`config.mk`:
```
export PLATFORM = sky130hd
export DESIGN_NAME = mem_port_arbiter
export DESIGN_NICKNAME = d
export VERILOG_FILES = /design/src/rtl/mem_port_arbiter.sv
export SDC_FILE = /design/constraint.sdc
export NUM_CORES = 1
export LEC_CHECK = 0
export BUFFER_PORTS_ARGS = -buffer_cell sky130_fd_sc_hd__buf_2
export CORE_MARGIN = 3
export CORE_UTILIZATION = 47
export DETAILED_ROUTE_END_ITERATION = 12
export PLACE_DENSITY = 0.8
export SYNTH_ARGS = -nofsm -noshare
export SYNTH_HDL_FRONTEND = slang
export SYNTH_SLANG_ARGS = --single-unit
```
`constraint.sdc`:
```
create_clock -name clk -period 3.6 [get_ports clk]
set_input_delay 0.18 -clock clk [delete_from_list [all_inputs] [get_ports clk]]
set_output_delay 0.18 -clock clk [all_outputs]
set_load 0.03 [all_outputs]
```
`src/rtl/mem_port_arbiter.sv`:
```
// Arbiter sharing one single-port, variable-latency memory between instruction fetch and data access.
// Optional one-entry fetch buffer enabled by defining MEM_ARB_FBUF_EN.
module mem_port_arbiter #(
    parameter int ADDR_W   = 32,
    parameter int DATA_W   = 32,
    parameter int MAX_WAIT = 16
) (
    input  logic              clk,
    input  logic              rst,
    input  logic              if_req,
    input  logic [ADDR_W-1:0] if_addr,
    output logic              if_valid,
    output logic [DATA_W-1:0] if_rdata,
    input  logic              d_req,
    input  logic              d_we,
    input  logic [ADDR_W-1:0] d_addr,
    input  logic [DATA_W-1:0] d_wdata,
    output logic              d_done,
    output logic [DATA_W-1:0] d_rdata,
    output logic              stall,
    output logic              err,
    output logic              m_req,
    output logic              m_we,
    output logic [ADDR_W-1:0] m_addr,
    output logic [DATA_W-1:0] m_wdata,
    input  logic              m_ready,
    input  logic [DATA_W-1:0] m_rdata
);

    typedef enum logic [1:0] {ST_IDLE, ST_DATA, ST_FETCH} state_t;

    localparam logic [7:0] WD_LIMIT = 8'(MAX_WAIT - 1);

    state_t            state_q, state_d;
    logic [7:0]        wait_q;
    logic              m_we_q;
    logic [ADDR_W-1:0] m_addr_q;
    logic [DATA_W-1:0] m_wdata_q;
    logic [DATA_W-1:0] if_rdata_q;
    logic [DATA_W-1:0] d_rdata_q;

    logic busy;
    logic timeout;
    logic fin;
    logic fbuf_hit;

    assign busy    = (state_q != ST_IDLE);
    // m_ready in the last allowed cycle takes precedence over the abort
    assign timeout = busy && !m_ready && (wait_q == WD_LIMIT);
    assign fin     = busy && (m_ready || timeout);

`ifdef MEM_ARB_FBUF_EN
    logic              fbuf_valid_q;
    logic [ADDR_W-1:0] fbuf_tag_q;
    logic [DATA_W-1:0] fbuf_data_q;

    assign fbuf_hit = (state_q == ST_IDLE) && if_req && !d_req && fbuf_valid_q
                      && (if_addr == fbuf_tag_q);

    always_ff @(posedge clk or negedge rst) begin
        if (!rst) begin
            fbuf_valid_q <= 1'b0;
            fbuf_tag_q   <= '0;
            fbuf_data_q  <= '0;
        end else if (state_q == ST_FETCH && m_ready) begin
            fbuf_valid_q <= 1'b1;
            fbuf_tag_q   <= m_addr_q;
            fbuf_data_q  <= m_rdata;
        end else if (state_q == ST_DATA && fin && m_we_q) begin
            fbuf_valid_q <= 1'b0;
        end
    end
`else
    assign fbuf_hit = 1'b0;
`endif

    // State register
    always_ff @(posedge clk or negedge rst) begin
        if (!rst) begin
            state_q <= ST_IDLE;
        end else begin
            state_q <= state_d;
        end
    end

    // Next-state logic: data belongs to the older instruction, so it wins
    always_comb begin
        state_d = state_q;
        case (state_q)
            ST_IDLE: begin
                if (d_req) begin
                    state_d = ST_DATA;
                end else if (if_req && !fbuf_hit) begin
                    state_d = ST_FETCH;
                end
            end
            ST_DATA, ST_FETCH: begin
                if (fin) begin
                    state_d = ST_IDLE;
                end
            end
            default: state_d = ST_IDLE;
        endcase
    end

    // Output logic
    always_comb begin
        m_req    = busy;
        err      = timeout;
        d_done   = (state_q == ST_DATA) && fin;
        if_valid = ((state_q == ST_FETCH) && fin) || fbuf_hit;
        d_rdata  = d_rdata_q;
        if_rdata = if_rdata_q;
        if (state_q == ST_DATA) begin
            if (timeout) begin
                d_rdata = '0;
            end else if (m_ready && !m_we_q) begin
                d_rdata = m_rdata;
            end
        end
        if (state_q == ST_FETCH) begin
            if (timeout) begin
                if_rdata = '0;
            end else if (m_ready) begin
                if_rdata = m_rdata;
            end
        end
`ifdef MEM_ARB_FBUF_EN
        if (fbuf_hit) begin
            if_rdata = fbuf_data_q;
        end
`endif
        stall = (if_req && !if_valid) || (d_req && !d_done);
    end

    assign m_we    = m_we_q;
    assign m_addr  = m_addr_q;
    assign m_wdata = m_wdata_q;

    // Memory-side command registers, captured when leaving IDLE
    always_ff @(posedge clk or negedge rst) begin
        if (!rst) begin
            m_we_q    <= 1'b0;
            m_addr_q  <= '0;
            m_wdata_q <= '0;
        end else if (state_q == ST_IDLE) begin
            if (state_d == ST_DATA) begin
                m_we_q    <= d_we;
                m_addr_q  <= d_addr;
                m_wdata_q <= d_wdata;
            end else if (state_d == ST_FETCH) begin
                m_we_q    <= 1'b0;
                m_addr_q  <= if_addr;
            end
        end
    end

    // Read-data holding registers simply track the combinational outputs
    always_ff @(posedge clk or negedge rst) begin
        if (!rst) begin
            if_rdata_q <= '0;
            d_rdata_q  <= '0;
        end else begin
            if_rdata_q <= if_rdata;
            d_rdata_q  <= d_rdata;
        end
    end

    always_ff @(posedge clk or negedge rst) begin
        if (!rst) begin
            wait_q <= '0;
        end else if (state_q == ST_IDLE) begin
            wait_q <= '0;
        end else if (!m_ready) begin
            wait_q <= wait_q + 8'd1;
        end
    end

endmodule

```
==> impl_metrics.py <==
metrics = {
    "clock_network": {
        "post_cts_resize_count": 0,
        "clockRootBuffer": "clkbuf_16",
        "postCtsSetupRepairBufs": 0,
        "clock_latency_ns": 0.41,
        "clock_sinks": 139,
        "clockBufferDepth": 2,
        "cts_buffers": 17,
        "cts_tree": "done",
        "holdBufCountCts": 22,
        "clkTransAtPathRegs_ns": 0.05,
        "htree_levels": 4,
    },
    "layout": {
        "drive_gt1_share_pct": 39.0,
        "layout.nets": 1017,
        "syn_to_final_growth_pct": 39.6,
        "instances_no_fill": 1058,
    },
    "sta": {
        "hold_violations": 0,
        "worst_slack_ns": 0.627,
        "relSlewSlack_pct": 30.8,
        "tightest_slew_ns": 1.04,
        "fin_crit_sh_pct": 82.6,
        "drv_slew": 0,
        "worst_clock_skew_ns": 0.00782,
        "setup_violations": 0,
        "max_freq_mhz": 336,
        "rsz0062_at_grt": "false",
        "fin_tns_setup_ns": 0,
        "period_needed_ns": 2.97,
    },
    "place": {
        "dpl.hpwl_mm": 11.7,
        "place.gp.congestion": 0.878,
        "dp_cells": 1004,
        "preCtsSetupSlack_ns": 0.761,
        "port_buffers": 267,
    },
    "routing": {
        "first_iter_violations": 396,
        "drcViolationCount": 0,
        "firstDrtPassIters": 5,
        "viasPerCell": 5.14,
        "ant_nets": 0,
        "wirelength_mm": 16.6,
        "wl_per_cell_um": 15.7,
        "via_count": 5438,
    },
    "job": {
        "max-cap-violations": 0,
    },
    "floorplan": {
        "fp.dieArea_sq_mm": 0.0139,
        "die_h_um": 118,
        "core_area_sq_mm": 0.0122,
        "num_rows": 40,
        "dieWidth_um": 118,
        "design.portCount": 268,
        "start_util_pct": 48.6,
    },
    "critical_path": {
        "cp_slowest_stage_delay_ns": 0.57,
        "arrival_ns": 2.79,
        "critPathLaunchType": "register",
        "path_cells": "or4_4 -> nor3_1 -> and2_1 -> buf_12 -> a21oi_1 -> buf_2",
        "crit_path_end_kind": "primary output",
        "crit_family": "simple AND/OR/NAND/NOR gates",
        "critical_path_buf_inv_count": 2,
        "path_max_fanout": 19,
        "critical_path_class": "register to primary output",
        "crit_path_top_delay_cell": "or4_4",
        "crit_required_ns": 3.42,
    },
    "grt": {
        "grt_max_degree": 119,
        "grt_pass1_vias": 5319,
        "grt_overflow": 0,
        "grt_pass1_wl_mm": 27.0,
        "grtUsageTotal_pct": 24.1,
        "antenna_found_initial": 0,
    },
    "synthesis": {
        "synth_top_area_cell": "dfrtp_1",
        "syn_inst": 601,
        "synth_top_area_share_pct": 58.9,
        "async_flop_share_pct": 100,
        "synth_warnings": 0,
        "synthFlopType": "dfrtp_1",
        "syn-cell-area_sq_mm": 0.00591,
        "syn_area_per_cell_sq_um": 9.83,
        "synth_cell_types": 31,
        "syn_nets": 741,
        "ys_ff_latch": 139,
        "synth_area_leaders": "dfrtp_1, nand2_1, mux2_2",
        "ys_seq_area_share_pct": 58.9,
        "synth-edff-count": 0,
    },
    "worst_hold_path": {
        "hp-class": "input port to register",
    },
    "power": {
        "ir_worst_vdd_mv": 0.735,
        "power_density_mw_per_mm2": 1100,
        "leakagePower_uw": 0.00408,
    },
    "run_status": {
        "status": "finished clean",
    },
}
-- path summary, 6_finish.rpt --
check,cells past startpoint,slack [ns],from,to
max,6,0.63,wait_q[4],if_rdata[23]
min in group asynchronous,2,0.49,rst,d_rdata_q[9]
max reg2reg,10,0.77,state_q[1],m_addr[3]
min,2,0.02,d_wdata[8],m_wdata[8]
max in group asynchronous,3,2.20,rst,m_wdata[3]
min reg2reg,1,0.50,m_wdata[6],m_wdata[6]
-- cell usage after synthesis (all sizes together), types with 3 or more instances --
| cell type | count |
|---|---|
| dfrtp | 139 |
| xor2 | 5 |
| clkbuf | 29 |
| nand3 | 37 |
| and2 | 5 |
| buf | 17 |
| inv | 9 |
| nor2 | 41 |
| ha | 6 |
| nand2 | 131 |
| and3 | 3 |
| mux2 | 32 |
| a31oi | 32 |
| a21oi | 65 |
| o21ai | 34 |
-- registers in the layout, summed over array words and instances, names as in the netlist --
register	count
m_addr	32
if_rdata_q	32
wait_q	8
m_wdata	32
state_q	2
m_we	1
d_rdata_q	32
-- stage by stage --
stage | hold slack, ns | util, % | total power (uW) | cell area [sq um]
global route | 0.000574 | 67.8 | 9640 | 8240
finish | 0.0172 | 67.8 | 9100 | 8250
floorplan | -0.116 | - | 5920 | 5910
detailed placement | 0.409 | 60.9 | 7310 | 7400
global placement | 0.410 | 60.9 | 7180 | 7400
CTS | 0.000574 | 67.8 | 9150 | 8240
-- layout make-up --
class                           instances  area [sq um]
Fill cell                             980          3920
Sequential cell                       139          3480
Multi-Input combinational cell        407          2210
Timing Repair Buffer                  303          1690
Clock buffer                           25           515
Tap cell                              168           210
Clock inverter                          6           108
Inverter                                9          33.8
Antenna cell                            1          2.50
-- cell usage in the layout (no fill, tap or decap), types with 2 or more instances in the layout --
cell           count
a31oi_1           32
nand2b_1           2
nor2b_1            2
clkbuf_16         17
inv_1              9
clkinv_2           2
bufinv_16          3
ha_1               6
and2_1             5
nand2_1          131
buf_12             2
and3_1             3
o21ai_0           33
dfrtp_1          139
nand3_1           37
dlygate4sd3_1     22
mux2_2            32
clkbuf_8           6
xnor2_1            2
buf_4             12
nor2_1            40
a21oi_1           65
buf_2            266
clkbuf_1           2
xor2_1             5
-- cells by family (layout without fill, tap and decap cells) --
family	count (synthesis)	in the layout	share of synthesized area (%)
adders and majority gates	6	6	1.27
AOI/OAI and AO/OA	136	136	12.7
buffers and inverters	55	343	3.96
xor gates and xnor gates	7	7	1.04
DFF	139	139	58.9
and+or+nand+nor	225	225	15.9
other	0	1	0
muxes	33	33	6.27
-- metal layers --
metal | track usage, % | share of wire, %
met2 | 39.8 | 50
met1 | 29.6 | 38
met4 | 8.94 | 2.3
met5 | 0 | 0
met3 | 7.74 | 10
-- power by group --
group          total [uW]  internal, uW  switching (uW)
logic                4680          1450            3230
registers            2610          2310             298
clock network        1810          1200             611
No activity file was read; power rests on OpenSTA's default activity.
